### config.mk
export PLATFORM = sky130hd
export DESIGN_NAME = burst_interrupter_p16
export DESIGN_NICKNAME = d
export VERILOG_FILES = /design/src/rtl/burst_pkg.sv /design/src/rtl/burst_interrupter_p16_timer.sv /design/src/rtl/burst_interrupter_p16.sv
export SDC_FILE = /design/constraint.sdc
export NUM_CORES = 1
export LEC_CHECK = 0
export BUFFER_PORTS_ARGS = -buffer_cell sky130_fd_sc_hd__buf_2
export CORE_ASPECT_RATIO = 0.6
export CORE_MARGIN = 5
export CORE_UTILIZATION = 40
export DETAILED_ROUTE_END_ITERATION = 16
export HOLD_SLACK_MARGIN = 0.02
export PLACE_DENSITY = 0.65
export SKIP_CTS_REPAIR_TIMING = 1
export SYNTH_ARGS = -nofsm -noshare
export SYNTH_HDL_FRONTEND = slang
export SYNTH_SLANG_ARGS = --single-unit
### constraint.sdc
create_clock -name p_clock -period 2.48 [get_ports p_clock]
set_input_delay 0.124 -clock p_clock [delete_from_list [all_inputs] [get_ports p_clock]]
set_output_delay 0.124 -clock p_clock [all_outputs]
set_load 0.05 [all_outputs]
### src/rtl/burst_pkg.sv
// Shared types and widths for the burst interrupter slice.
package burst_pkg;

  localparam int unsigned BURST_CNT_W = 16;
  localparam int unsigned SG_PERIOD_W = 32;
  localparam int unsigned SG_LANES    = 16;

  // Legacy state encodings kept so the enum values match the old build.
  localparam logic [1:0] ST_IDLE  = 2'd0;
  localparam logic [1:0] ST_ON    = 2'd1;
  localparam logic [1:0] ST_DRAIN = 2'd2;
  localparam logic [1:0] ST_OFF   = 2'd3;

  typedef enum logic [1:0] {
    S_IDLE  = ST_IDLE,
    S_ON    = ST_ON,
    S_DRAIN = ST_DRAIN,
    S_OFF   = ST_OFF
  } burst_state_t;

endpackage

### src/rtl/burst_interrupter_p16_timer.sv
// Shared on/off down-counter; saturates at zero, flags its final counted cycle.
module burst_timer
  import burst_pkg::*;
(
  input  logic                   p_clock,
  input  logic                   reset,
  input  logic                   load,
  input  logic                   count,
  input  logic [BURST_CNT_W-1:0] load_value,
  output logic                   expired
);

  logic [BURST_CNT_W-1:0] cnt;

  always_ff @(posedge p_clock) begin
    if (reset) begin
      cnt <= '0;
    end else if (load) begin
      cnt <= load_value;
    end else if (count && (cnt != '0)) begin
      cnt <= cnt - 1'b1;
    end
  end

  // Count of 1 (or a zero load) marks the last cycle, so N loaded gives N cycles, 0 gives 1.
  assign expired = (cnt[BURST_CNT_W-1:1] == '0);

endmodule

### src/rtl/burst_interrupter_p16.sv
// Burst interrupter: gates a parallel generator word into on/drain/off bursts.
// Optional duty limiting is compiled in with `define BURST_DUTY_LIMIT_EN.
module burst_interrupter_p16
  import burst_pkg::*;
#(
  parameter logic [SG_PERIOD_W-1:0] INITIAL_PERIOD = 32'd1600,
  parameter logic [BURST_CNT_W-1:0] MAX_ON_CYCLES  = 16'd4000,
  parameter logic [BURST_CNT_W-1:0] MIN_OFF_CYCLES = 16'd400
) (
  input  logic                   p_clock,
  input  logic                   reset,
  input  logic                   enable,
  input  logic [BURST_CNT_W-1:0] on_cycles,
  input  logic [BURST_CNT_W-1:0] off_cycles,
  input  logic [SG_PERIOD_W-1:0] period_req,
  input  logic                   period_req_valid,
  output logic                   period_req_ready,
  output logic [SG_PERIOD_W-1:0] sg_period,
  output logic                   sg_set_period,
  input  logic [SG_LANES-1:0]    sg_p_out,
  output logic [SG_LANES-1:0]    drive_out,
  output logic                   burst_active
);

  logic [BURST_CNT_W-1:0] eff_on;
  logic [BURST_CNT_W-1:0] eff_off;

`ifdef BURST_DUTY_LIMIT_EN
  assign eff_on  = (on_cycles  > MAX_ON_CYCLES)  ? MAX_ON_CYCLES  : on_cycles;
  assign eff_off = (off_cycles < MIN_OFF_CYCLES) ? MIN_OFF_CYCLES : off_cycles;
`else
  logic unused_limits;
  assign unused_limits = ^{MAX_ON_CYCLES, MIN_OFF_CYCLES};
  assign eff_on  = on_cycles;
  assign eff_off = off_cycles;
`endif

  burst_state_t           state;
  burst_state_t           state_next;
  logic                   tmr_load;
  logic [BURST_CNT_W-1:0] tmr_value;
  logic                   tmr_expired;

  always_comb begin
    state_next = state;
    tmr_load   = 1'b0;
    tmr_value  = eff_on;
    case (state)
      S_IDLE: begin
        if (enable && (eff_on != '0)) begin
          state_next = S_ON;
          tmr_load   = 1'b1;
        end
      end
      S_ON: begin
        if (tmr_expired || !enable) state_next = S_DRAIN;
      end
      S_DRAIN: begin
        if (sg_p_out == '0) begin
          state_next = S_OFF;
          tmr_load   = 1'b1;
          tmr_value  = eff_off;
        end
      end
      S_OFF: begin
        if (tmr_expired) begin
          if (enable && (eff_on != '0)) begin
            state_next = S_ON;
            tmr_load   = 1'b1;
          end else begin
            state_next = S_IDLE;
          end
        end
      end
      default: state_next = S_IDLE;
    endcase
  end

  burst_timer u_timer (
    .p_clock    (p_clock),
    .reset      (reset),
    .load       (tmr_load),
    .count      ((state == S_ON) || (state == S_OFF)),
    .load_value (tmr_value),
    .expired    (tmr_expired)
  );

  assign burst_active     = (state == S_ON) || (state == S_DRAIN);
  assign period_req_ready = !reset && ((state == S_IDLE) || (state == S_OFF));

  always_ff @(posedge p_clock) begin
    if (reset) begin
      state     <= S_IDLE;
      drive_out <= '0;
    end else begin
      state     <= state_next;
      drive_out <= burst_active ? sg_p_out : '0;
    end
  end

  always_ff @(posedge p_clock) begin
    if (reset) begin
      sg_period     <= INITIAL_PERIOD;
      sg_set_period <= 1'b0;
    end else if (period_req_valid && period_req_ready) begin
      sg_period     <= period_req;
      sg_set_period <= 1'b1;
    end else begin
      sg_set_period <= 1'b0;
    end
  end

endmodule

==> summary.md <==
The run finished, with violations left. The checks that failed: negative hold slack. The number of global-route vias before repair is 2763. The logs give 7360 um^2 for the core box area and 13.3 mm for the wire length of the first global-routing pass.

For this design, the slowest cell found on the critical path is dlygate4sd3_1. In the synthesized netlist the dominant register cell turns out to be dfxtp_1. Total setup violations reported at the end of the flow: 0.

The transition at the pin with the smallest max-transition slack was 0.595 ns. The Yosys warning count came out at 0. TritonCTS built the clock tree.

Count of buffering cells on the critical path with inverters included: 3. Once routing completed, OpenROAD measured the worst setup slack at 0.217 ns. The worst path uses 91.3% of the clock period.

Entering global routing, the biggest net connects 35 pins. The placed wire-length estimate after detailed placement came out at 6.44 mm. The routed design has 8.66 mm of wire. In this run the power density over the cells is 1250 nW/um^2. The final hold violation count is 3. The critical path in this run is classified as in2reg.

For the cell internal power dissipation, the log shows 3020 uW. Between clock sinks in the finished design, the worst skew comes to 0.00387 ns. The run gives 17.6% as the global routing usage summed across all routing layers.

The run gives 67 as the total number of clock tree sinks. The number of nets still failing antenna checks after routing came out at 0. The number of I/O port buffers came out at 134. The tools report the number of pins exceeding their max-slew limit in the final report as 0.

The worst hold path class was in2reg. In the synthesized netlist the async set-or-reset flop fraction comes to 0%. The clock latency on the worst-skew pair was 0.32 ns. The worst relative slew slack is 60.3%.

The top cell type by area accounts for 43.9% of the synthesized area. The first detailed-routing pass took 4 iterations. The logs give 156 for the initial detailed-routing violation count and 24 for the number of rows in the core area. The nature of the critical path endpoint was a flip-flop. The synthesized design contains 0 enable-type register cells. Ranked by instance count, the synthesized netlist is headed by dfxtp_1 (67), nand2_1 (38), o21ai_0 (33), nand2b_1 (29), nor2_1 (24).

The tools report the minimum hold slack as -0.00111 ns. The run gives 1340 um^2 as the combined flip-flop and latch cell area. The number of non-filler instances in the completed layout is 603, and the via count is 2934. The effective utilization at floorplan was 41.5%.

H-tree depth reported by CTS: 3. Routability-driven placement finished with a final weighted congestion of 0.883. After clock tree synthesis, the clock-pin slew on the worst setup and hold paths is 0.05 ns. The logs give 43.9% for the part of the Yosys area used for sequential elements and 46 for the post-synthesis cell type count. The number of cells in the design after placement came out at 565. The average wire length per cell after detail routing is 14.4 um, and the area growth from synthesis to layout is 42.3%. The logs give 21.6% for the fraction of power consumed by the clock network and 0.260 ns for the placement-stage worst setup slack.

Pin placement for this block handled 135 I/O pins. In the final design database the tool counted 586 nets. The multi-input combinational cells in the finished layout cover a total of 1620 um^2.

The worst path in the final design needs a cycle of 2.26 ns, including I/O delays and setup. Synthesis inferred 67 register bits. CTS placed an instance of clkbuf_16 at the clock tree root. The tool flagged a number of max-cap violations equal to 0.

The leakage power summed over all cells is 0.00198 uW, and the part of the power in combinational logic is 48.9%. The logs give 2.70 ns for the required time at the endpoint of the critical path and 2 for the maximum count of clock buffers along a single path. On the worst path, the slowest cell contributes a delay of 0.53 ns.

The worst-case IR drop observed on VDD is 0.629 mV. In this run the mean area of a mapped cell was 9.04 um^2. The cell area after technology mapping was 3050 um^2.

The overflow left after global routing was 0. The tools report the maximum frequency from static timing analysis as 0.442 GHz. In the routed design, unresolved DRC markers number 0. The biggest area contributor in the post-synthesis netlist is dfxtp_1. The die is 123 um wide. The most numerous cell in the Yosys netlist was dfxtp_1. The area of the die is 9540 um^2, and the y dimension of the die is 77.7 um.

The post-synthesis instance total is 338. STA puts the critical path data arrival time at 2.49 ns. The layout cell share with drive strength beyond 1 was 35.5%; the total power was 5420 uW.

Of the total power, registers draw 29.5%. The run gives 429 as the net count of the mapped netlist. The initial antenna violation count was 0; the top fanout value on the critical path was 20. For the total CTS buffers, the log shows 9. Yosys attributes the largest share of cell area to dfxtp_1 (44%), nand2b_1 (5.9%), o21ai_0 (5.4%).

The family with the most delay on the worst path was simple AND/OR/NAND/NOR gates. 0 antenna diodes ended up in the layout. Total of fill cells in the finished design: 648.

Traced cell by cell, the critical path runs through dlygate4sd3_1, buf_2, nor4_1, and4_1, nand3_1, o21ai_1, buf_4, nor2_1, a211oi_1. The average vias per placed instance is 4.87, and the share of total power consumed by net switching is 44.4%. STA classifies the critical path startpoint as a primary input. The analysis attributes to net switching a power of 2410 uW.
## cell usage in the layout (no fill, tap or decap), types with 4 or more instances in the layout
cell type and n:
nor2b_1 6, a211oi_1 15, o21ai_0 33, nand2b_1 29, clkbuf_16 9, ha_1 7
nor3_1 5, buf_4 5, nand3_1 4, inv_1 6, nand2_1 38, dlygate4sd3_1 23
xor2_1 4, a2111oi_2 5, nor2_1 23, dfxtp_1 67, mux2i_1 12, buf_2 134
and2_1 16, xnor2_1 6, nor4_1 11
## metal layers
layer  track usage [%]  up-vias  part of all wire, %
met5                 0        -                    0
met4              4.92        0                  1.3
met2              25.2      102                   43
li1                  -     1493                    -
met1              23.8     1328                   46
met3              8.07       11                  9.0
## worst min-delay path: cells and delay by family
kind / cells / cell delay, ns
buffers and inverters: 1 / 0.07
AO/OA/AOI/OAI: 1 / 0.05
AND/OR/NAND/NOR: 1 / 0.03
## final timing paths
kind             startpoint               to  slack, ns  cells past startpoint
max             sg_p_out[0]  u_timer.cnt[11]       0.22                      9
min          period_req[23]    sg_period[23]     -0.001                      3
max reg2reg        state[1]   u_timer.cnt[9]       0.26                      8
min reg2reg   sg_period[30]    sg_period[30]       0.47                      2
## flip-flops by register name (all words and copies together), names as in the netlist
signal,cells
state,2
u_timer.cnt,16
sg_period,32
drive_out,16
sg_set_period,1
## cell families (layout without fill, tap and decap cells)
logic type / count (synthesis) / in the layout / share of synthesized area (%)
XOR/XNOR: 10 / 10 / 2.87
buffers and inverters: 23 / 184 / 3.32
AND/OR/NAND/NOR: 152 / 152 / 27.5
AO/OA/AOI/OAI: 67 / 67 / 15.6
multiplexers: 12 / 12 / 3.93
adder cells (fa/ha/maj): 7 / 7 / 2.87
flip-flops: 67 / 67 / 43.9
## cell type report
| cell class | instances | share of cell area [%] |
|---|---|---|
| Inverter | 6 | 0.518 |
| Clock buffer | 11 | 5.81 |
| Tap cell | 104 | 2.99 |
| Clock inverter | 4 | 0.604 |
| Multi-Input combinational cell | 248 | 37.2 |
| Sequential cell | 67 | 30.9 |
| Timing Repair Buffer | 163 | 22.0 |
## power groups by stage
stage,logic [uW],clock network (uW),registers (uW)
6_report,2650,1170,1600
5_1_grt,2850,1260,1640
4_1_cts,2630,1200,1600
3_5_place_dp,2620,0,1620
3_3_place_gp,2580,0,1610
2_1_floorplan,1310,0,2330
## through the flow
step | TNS, ns | hold WS, ns | area (um^2) | utilization [%]
after detailed placement | 0 | 0.326 | 3840 | 52.2
after global routing | -0.0759 | 0.0201 | 4350 | 59.1
final | 0 | -0.00111 | 4350 | 59.1
after global placement | 0 | 0.318 | 3840 | 52.2
after floorplan | 0 | 0.233 | 3060 | -
after CTS | 0 | -0.0132 | 4120 | 56.0
No activity file was read; power rests on OpenSTA's default activity.
